`src/rtl/dkong3_vram_arb_pkg.sv`:
```
// Shared types for the VRAM arbiter: responder state encoding and tile RAM geometry.
package dkong3_pkg;

   localparam int VRAM_ADDR_W = 10;
   localparam int VRAM_DATA_W = 8;

   typedef enum logic [1:0] {
      IDLE    = 2'd0,
      RD_WAIT = 2'd1,
      DONE    = 2'd2
   } vram_arb_state_t;

endpackage

```
`src/rtl/dkong3_vram_arb_if.sv`:
```
// CPU strobes, video fetch port and tile RAM port of the VRAM arbiter.
interface dkong3_vram_arb_if
   import dkong3_pkg::*;
#(
   parameter int ADDR_W = VRAM_ADDR_W,
   parameter int DATA_W = VRAM_DATA_W
);
   logic [ADDR_W-1:0] I_AB;
   logic [DATA_W-1:0] I_DB;
   logic              I_VRAM_RD_n;
   logic              I_VRAM_WR_n;
   logic              O_VRAMBUSY_n;
   logic [DATA_W-1:0] O_DB;
   logic              O_DB_OE_n;
   logic              I_FETCH_REQ;
   logic [ADDR_W-1:0] I_FETCH_ADDR;
   logic [DATA_W-1:0] O_FETCH_DATA;
   logic              O_FETCH_VALID;
   logic [ADDR_W-1:0] O_RAM_ADDR;
   logic              O_RAM_WE;
   logic [DATA_W-1:0] O_RAM_DIN;
   logic [DATA_W-1:0] I_RAM_DOUT;

   modport slave (
      input  I_AB, I_DB, I_VRAM_RD_n, I_VRAM_WR_n,
      input  I_FETCH_REQ, I_FETCH_ADDR, I_RAM_DOUT,
      output O_VRAMBUSY_n, O_DB, O_DB_OE_n,
      output O_FETCH_DATA, O_FETCH_VALID,
      output O_RAM_ADDR, O_RAM_WE, O_RAM_DIN
   );

   modport master (
      output I_AB, I_DB, I_VRAM_RD_n, I_VRAM_WR_n,
      output I_FETCH_REQ, I_FETCH_ADDR, I_RAM_DOUT,
      input  O_VRAMBUSY_n, O_DB, O_DB_OE_n,
      input  O_FETCH_DATA, O_FETCH_VALID,
      input  O_RAM_ADDR, O_RAM_WE, O_RAM_DIN
   );

endinterface

```
`src/rtl/dkong3_vram_arb.sv`:
```
// Arbitrates the 1Kx8 tile RAM between video fetch (fixed priority) and the CPU,
// holding VRAMBUSY_n low until the CPU access has completed.
//
//   state   | meaning
//   --------+-------------------------------------------------------------
//   IDLE    | no CPU access in flight; grant on strobe when video is quiet
//   RD_WAIT | read address presented last cycle; capture RAM data now
//   DONE    | access complete, busy released; wait for both strobes high
module dkong3_vram_arb
   import dkong3_pkg::*;
#(
   parameter int ADDR_W = VRAM_ADDR_W,
   parameter int DATA_W = VRAM_DATA_W
)
(
   input  logic             I_CLK,
   input  logic             I_RESET,
   dkong3_vram_arb_if.slave bus
);

   vram_arb_state_t   state, state_nxt;
   logic              cpu_rd, cpu_wr, cpu_req, cpu_grant;
   logic [ADDR_W-1:0] addr_q, ram_addr;
   logic [DATA_W-1:0] db_q, fetch_data_q;
   logic              fetch_d1, fetch_valid_q;

   // a read strobe masks a simultaneous write strobe
   assign cpu_rd    = ~bus.I_VRAM_RD_n;
   assign cpu_wr    = ~bus.I_VRAM_WR_n & bus.I_VRAM_RD_n;
   assign cpu_req   = cpu_rd | cpu_wr;
   assign cpu_grant = cpu_req & ~bus.I_FETCH_REQ & (state == IDLE) & ~I_RESET;

   always_ff @(posedge I_CLK) begin
      if (I_RESET) state <= IDLE;
      else         state <= state_nxt;
   end

   always_comb begin
      state_nxt = state;
      case (state)
         IDLE: begin
            if (cpu_grant) state_nxt = cpu_wr ? DONE : RD_WAIT;
         end
         RD_WAIT: state_nxt = DONE;
         DONE: begin
            if (!cpu_req) state_nxt = IDLE;
         end
         default: state_nxt = IDLE;
      endcase
   end

   // the RAM port keeps its last address when nobody owns it
   always_comb begin
      ram_addr = addr_q;
      if (bus.I_FETCH_REQ)   ram_addr = bus.I_FETCH_ADDR;
      else if (cpu_grant)    ram_addr = bus.I_AB;
   end

   always_ff @(posedge I_CLK) begin
      if (I_RESET) begin
         addr_q        <= '0;
         db_q          <= '0;
         fetch_d1      <= 1'b0;
         fetch_data_q  <= '0;
         fetch_valid_q <= 1'b0;
      end else begin
         addr_q        <= ram_addr;
         if (state == RD_WAIT) db_q <= bus.I_RAM_DOUT;
         fetch_d1      <= bus.I_FETCH_REQ;
         if (fetch_d1) fetch_data_q <= bus.I_RAM_DOUT;
         fetch_valid_q <= fetch_d1;
      end
   end

   assign bus.O_RAM_ADDR    = ram_addr;
   assign bus.O_RAM_WE      = cpu_grant & cpu_wr;
   assign bus.O_RAM_DIN     = bus.I_DB;
   assign bus.O_VRAMBUSY_n  = ~(cpu_req & (state != DONE));
   assign bus.O_DB          = db_q;
   assign bus.O_DB_OE_n     = bus.I_VRAM_RD_n | (state != DONE);
   assign bus.O_FETCH_DATA  = fetch_data_q;
   assign bus.O_FETCH_VALID = fetch_valid_q;

endmodule
```
`src/flat_wrapper.sv`:
```
// flat-port wrapper written by rule: the top's interface ports become plain ports
module dkong3_vram_arb_flat import dkong3_pkg::*;
#(
   parameter int ADDR_W = VRAM_ADDR_W,
   parameter int DATA_W = VRAM_DATA_W
)
  (I_CLK, I_RESET, bus_I_AB, bus_I_DB, bus_I_VRAM_RD_n, bus_I_VRAM_WR_n, bus_I_FETCH_REQ, bus_I_FETCH_ADDR, bus_I_RAM_DOUT, bus_O_VRAMBUSY_n, bus_O_DB, bus_O_DB_OE_n, bus_O_FETCH_DATA, bus_O_FETCH_VALID, bus_O_RAM_ADDR, bus_O_RAM_WE, bus_O_RAM_DIN);
  dkong3_vram_arb_if #(.ADDR_W(ADDR_W), .DATA_W(DATA_W)) bus_i ();
  input  logic I_CLK;
  input  logic I_RESET;
  input wire logic [$bits(bus_i.I_AB)-1:0] bus_I_AB;
  input wire logic [$bits(bus_i.I_DB)-1:0] bus_I_DB;
  input wire logic [$bits(bus_i.I_VRAM_RD_n)-1:0] bus_I_VRAM_RD_n;
  input wire logic [$bits(bus_i.I_VRAM_WR_n)-1:0] bus_I_VRAM_WR_n;
  input wire logic [$bits(bus_i.I_FETCH_REQ)-1:0] bus_I_FETCH_REQ;
  input wire logic [$bits(bus_i.I_FETCH_ADDR)-1:0] bus_I_FETCH_ADDR;
  input wire logic [$bits(bus_i.I_RAM_DOUT)-1:0] bus_I_RAM_DOUT;
  output wire logic [$bits(bus_i.O_VRAMBUSY_n)-1:0] bus_O_VRAMBUSY_n;
  output wire logic [$bits(bus_i.O_DB)-1:0] bus_O_DB;
  output wire logic [$bits(bus_i.O_DB_OE_n)-1:0] bus_O_DB_OE_n;
  output wire logic [$bits(bus_i.O_FETCH_DATA)-1:0] bus_O_FETCH_DATA;
  output wire logic [$bits(bus_i.O_FETCH_VALID)-1:0] bus_O_FETCH_VALID;
  output wire logic [$bits(bus_i.O_RAM_ADDR)-1:0] bus_O_RAM_ADDR;
  output wire logic [$bits(bus_i.O_RAM_WE)-1:0] bus_O_RAM_WE;
  output wire logic [$bits(bus_i.O_RAM_DIN)-1:0] bus_O_RAM_DIN;
  assign bus_i.I_AB = bus_I_AB;
  assign bus_i.I_DB = bus_I_DB;
  assign bus_i.I_VRAM_RD_n = bus_I_VRAM_RD_n;
  assign bus_i.I_VRAM_WR_n = bus_I_VRAM_WR_n;
  assign bus_i.I_FETCH_REQ = bus_I_FETCH_REQ;
  assign bus_i.I_FETCH_ADDR = bus_I_FETCH_ADDR;
  assign bus_i.I_RAM_DOUT = bus_I_RAM_DOUT;
  assign bus_O_VRAMBUSY_n = bus_i.O_VRAMBUSY_n;
  assign bus_O_DB = bus_i.O_DB;
  assign bus_O_DB_OE_n = bus_i.O_DB_OE_n;
  assign bus_O_FETCH_DATA = bus_i.O_FETCH_DATA;
  assign bus_O_FETCH_VALID = bus_i.O_FETCH_VALID;
  assign bus_O_RAM_ADDR = bus_i.O_RAM_ADDR;
  assign bus_O_RAM_WE = bus_i.O_RAM_WE;
  assign bus_O_RAM_DIN = bus_i.O_RAM_DIN;
  dkong3_vram_arb #(.ADDR_W(ADDR_W), .DATA_W(DATA_W)) u_core (.I_CLK(I_CLK), .I_RESET(I_RESET), .bus(bus_i));
endmodule
```
`config.mk`:
```
export PLATFORM = sky130hd
export DESIGN_NAME = dkong3_vram_arb_flat
export DESIGN_NICKNAME = d
export VERILOG_FILES = /design/src/rtl/dkong3_vram_arb_pkg.sv /design/src/rtl/dkong3_vram_arb_if.sv /design/src/rtl/dkong3_vram_arb.sv /design/src/flat_wrapper.sv
export SDC_FILE = /design/constraint.sdc
export NUM_CORES = 1
export LEC_CHECK = 0
export CAP_MARGIN = 15
export CORE_MARGIN = 2
export CORE_UTILIZATION = 28
export DETAILED_ROUTE_END_ITERATION = 8
export GPL_ROUTABILITY_DRIVEN = 0
export PLACE_DENSITY = 0.73
export SYNTH_ARGS = -nofsm -noshare
export SYNTH_HDL_FRONTEND = slang
export SYNTH_SLANG_ARGS = --single-unit
```
`constraint.sdc`:
```
create_clock -name I_CLK -period 2.95 [get_ports I_CLK]
set_clock_uncertainty 0.15 [all_clocks]
set_input_delay 0.4425 -clock I_CLK [delete_from_list [all_inputs] [get_ports I_CLK]]
set_output_delay 0.4425 -clock I_CLK [all_outputs]
set_load 0.1 [all_outputs]
```
==> results of run 1 <==
-- layer usage --
metal  track usage [%]  routed length (um)
met5                 0                   0
met4              5.05                  33
met3              4.61                 355
met2              24.0                1600
met1              16.2                1520
-- worst max path at each step --
stage	from	end	slack, ps
after floorplan	I_RESET	bus_O_RAM_WE	60
after global placement	I_RESET	bus_O_RAM_ADDR[9]	240
after detailed placement	I_RESET	bus_O_RAM_ADDR[9]	150
after CTS	I_RESET	bus_O_RAM_ADDR[9]	150
after global routing	I_RESET	bus_O_RAM_ADDR[9]	80
final	I_RESET	bus_O_RAM_ADDR[9]	160
-- stage by stage --
stage               worst slack [ps]  hold slack (ps)  util (%)  cell area (um^2)  std cells
finish                           159              308      45.8              2160        277
global route                    76.8              332      45.8              2160        277
CTS                              147              314      45.8              2160        277
detailed placement               147              303      43.9              2070        269
global placement                 243              293      43.9              2070        269
floorplan                       57.5              362         -              1380        155
-- worst min-delay path: stages (launching register included) --
cell	delay (ps)
dfxtp_1	310
nand2_1	50
a21oi_1	50
-- kinds of logic after synthesis --
kind of cell,count (synthesis)
DFF,30
muxes,9
AOI/OAI and AO/OA,40
and+or+nand+nor,56
buffers and inverters,20
-- cell type report --
class                      count  area, um^2  share of cell area, %
clock buffer                   7        86.3                   3.99
clock inverter                 1        5.00                  0.231
inverter                       1        3.75                  0.173
multi-input combinational    105         659                   30.5
sequential                    30         601                   27.7
tap                           67        83.8                   3.87
timing repair buffer          66         726                   33.5
-- power by group --
group | switching, W | leakage [nW] | internal, W | total [W]
clock | 0.000150 | 0.0482 | 0.000188 | 0.000338
sequential | 0.0000129 | 0.246 | 0.000427 | 0.000440
combinational | 0.000270 | 0.563 | 0.000145 | 0.000415
total | 0.000433 | 0.857 | 0.000759 | 0.00119
-- flip-flops by register name, indices dropped and copies added, names as in the netlist --
register	flops
u_core.addr_q	10
u_core.bus.O_DB	8
u_core.bus.O_FETCH_DATA	8
u_core.state	2
u_core.bus.O_FETCH_VALID	1
u_core.fetch_d1	1
-- cell usage in the layout (no fill, tap or decap), types with 2 or more instances in the layout --
cell type,Yosys,routed
clkdlybuf4s50_1,0,32
dfxtp_1,30,30
nand2_1,27,27
buf_4,8,22
a21oi_1,19,18
nor2b_1,12,12
buf_12,0,12
mux2i_1,9,9
a32oi_1,9,9
o21ai_2,8,8
nor2_1,8,8
clkbuf_8,0,6
nor3b_2,2,2
==> reports/results.txt, run 1 <==
The horizontal die dimension was 74.0 um. Among all cell types in the netlist, the one instantiated most often is dfxtp_1. TritonCTS built the clock tree. When the netlist entered floorplanning its net count stood at 196.

Power spread over the standard cell area amounts to 551 mW/mm^2. Sequential cells were found to cover 43.8% of the synthesized design area. Traced cell by cell, the critical path runs through clkdlybuf4s50_1, or4_4, o21ai_0, nand2_1, buf_12. The H-tree was split into 2 levels.

The first-pass detailed-route iteration total was 4; the routed wirelength normalized by instance count was 12.7 um. The mux contribution to synthesized area is 6.57%, and the number of diodes is 0. Counting the fill cells in the layout gives 457. The worst hold path passes through 2 cells. Global routing finished with a remaining overflow of 0.

The path with the worst hold slack has its endpoint at u_core.bus.O_DB[7]. In this run, synthesis produced a sequential element count of 30. The tools report the worst setup slack for register-to-register paths as 1180 ps.

The initialized floorplan defines 25 standard-cell rows. The total global-route track usage is 13.9%, and the maximum achievable frequency is 0.358 GHz. After layout, the worst path uses 94.6% of the clock period. The startpoint identified for the worst hold timing path is u_core.bus.O_DB[7]. For this configuration, the core starts out at a cell density of 29.0%. The clock insertion delay at the later pin of the skew report was 280 ps. For the number of max-slew violations in the final report, the log shows 0. In the synthesized netlist the dominant register cell turns out to be dfxtp_1. The simple-gate area share of the yosys netlist is 21.5%, and the share of the synthesized area in compound gates (AO/OA/AOI/OAI) is 19.7%. The cell class contributing the biggest share of worst-path delay was simple AND/OR/NAND/NOR gates. The run finished with clean final reports.

The tool flagged a number of max-cap violations equal to 0. Counting both buffers and inverters, the worst setup path holds a total of 2. The overall power consumption was 0.00119 W. For the number of placed I/O pins, the log shows 79.

The final setup violation count is 0, and the slew at the pin with the worst max-slew slack is 569 ps. Of the cells placed in the final design, the portion with a size suffix greater than 1 is 25.7%. After synthesis, the share of flip-flops with an asynchronous set or reset is 0%. The number of hold violations in the final report was 0; the number of CTS-inserted buffers was 5.

The number of cells on the worst reg-to-reg path came out at 3. Summed over all nets, the half-perimeter wirelength after detailed placement is 2590 um. The average cell area after synthesis is 8.85 um^2.

The routed layout has 1,269 vias. The synthesized netlist devotes 0% of its cell area to XOR and XNOR gates. Compared with the post-synthesis result, the final layout area differs by 57.8%. The number of setup buffers added after CTS is 0. The count of nets left with antenna violations after detail routing is 0. During placement, the flow inserted port buffers numbering 62.

Entering global routing, the biggest net connects 30 pins. Wires add up to 3510 um. Dividing the detail-routed via count by the number of cells gives 4.58. The data arrival at the endpoint of the critical path was 2200 ps; the area share of the leading cell type in the synthesized netlist was 43.8%. The tools report the number of antenna violations at the first check in global routing as 0. By area the synthesized netlist is led by dfxtp_1 (44%), nand2_1 (7.4%), a21oi_1 (6.9%), mux2i_1 (6.6%), a32oi_1 (5.7%).

Worst setup path category: in2out. For this block, the initial DRC count from the detailed router was 73. The peak per-stage delay on the critical path works out to 630 ps. The min-delay analysis places its worst path in the category reg2reg. The die height is 74.0 um.

The combinational family with the most area after synthesis was simple AND/OR/NAND/NOR gates. Across the VDD grid, the largest voltage drop is 0.375 mV. The number of nets in the layout was 250. Counting I/O delays and the setup requirement, the final critical path takes 2790 ps.

In this run, post-CTS repair resized a total of 0 instances. The number of library cell types mapped by synthesis is 25. The total of hold buffers inserted after clock tree synthesis was 0. The tools report the first-pass GRT wire length as 5880 um.

After Yosys synthesis, full adders, half adders and majority gates account for 0% of the synthesized area. The via count of the first global-routing pass is 1,275, and the clock transition at the registers of the reported paths is 60 ps. Setup repair after global routing left no endpoint under its margin.

The longest clock path from root to sink contains 2 buffers. In the synthesized netlist, the cells that appear most often are dfxtp_1 (30), nand2_1 (27), a21oi_1 (19). The die covers 0.00547 mm^2. Summing every instance area after synthesis gives 0.00137 mm^2.

In this run the critical register-to-register path is captured at u_core.addr_q[9]. The slowest stage of the critical path is the or4_4 cell. The required time of the critical path was 2360 ps. Headroom to the max-slew limit came out at 62.0%. The startpoint of the worst-slack reg-to-reg timing path was u_core.state[0].

For this run, the number of Yosys warnings is 0. The critical path runs through a total of 5 cells. In this run the static leakage power is 0.857 nW. The count of unresolved DRC violations after routing came out at 0.

The worst setup path is launched from an input port. The tools report the aggregate negative setup slack as 0 ps. The TritonCTS sink count is 30.

Of all nets on the critical path, the largest fanout is 12. The synthesized design spends more area on one cell type than any other, namely dfxtp_1. The area of the core is 0.00472 mm^2. Synthesis produced a netlist whose cell count is 155. STA classifies the critical path endpoint as an output pin. The cell sitting at the root of the clock tree is a clkbuf_8.

In this run, synthesis inferred 0 flip-flops with an integrated enable.
Note: power is estimated with default switching activity, not from simulation.
==> run 2: changes to the inputs <==
CAP_MARGIN = 20   (was 15)
==> results of run 2 <==
The final DEF is identical to that of run 1; final timing and power are the same.
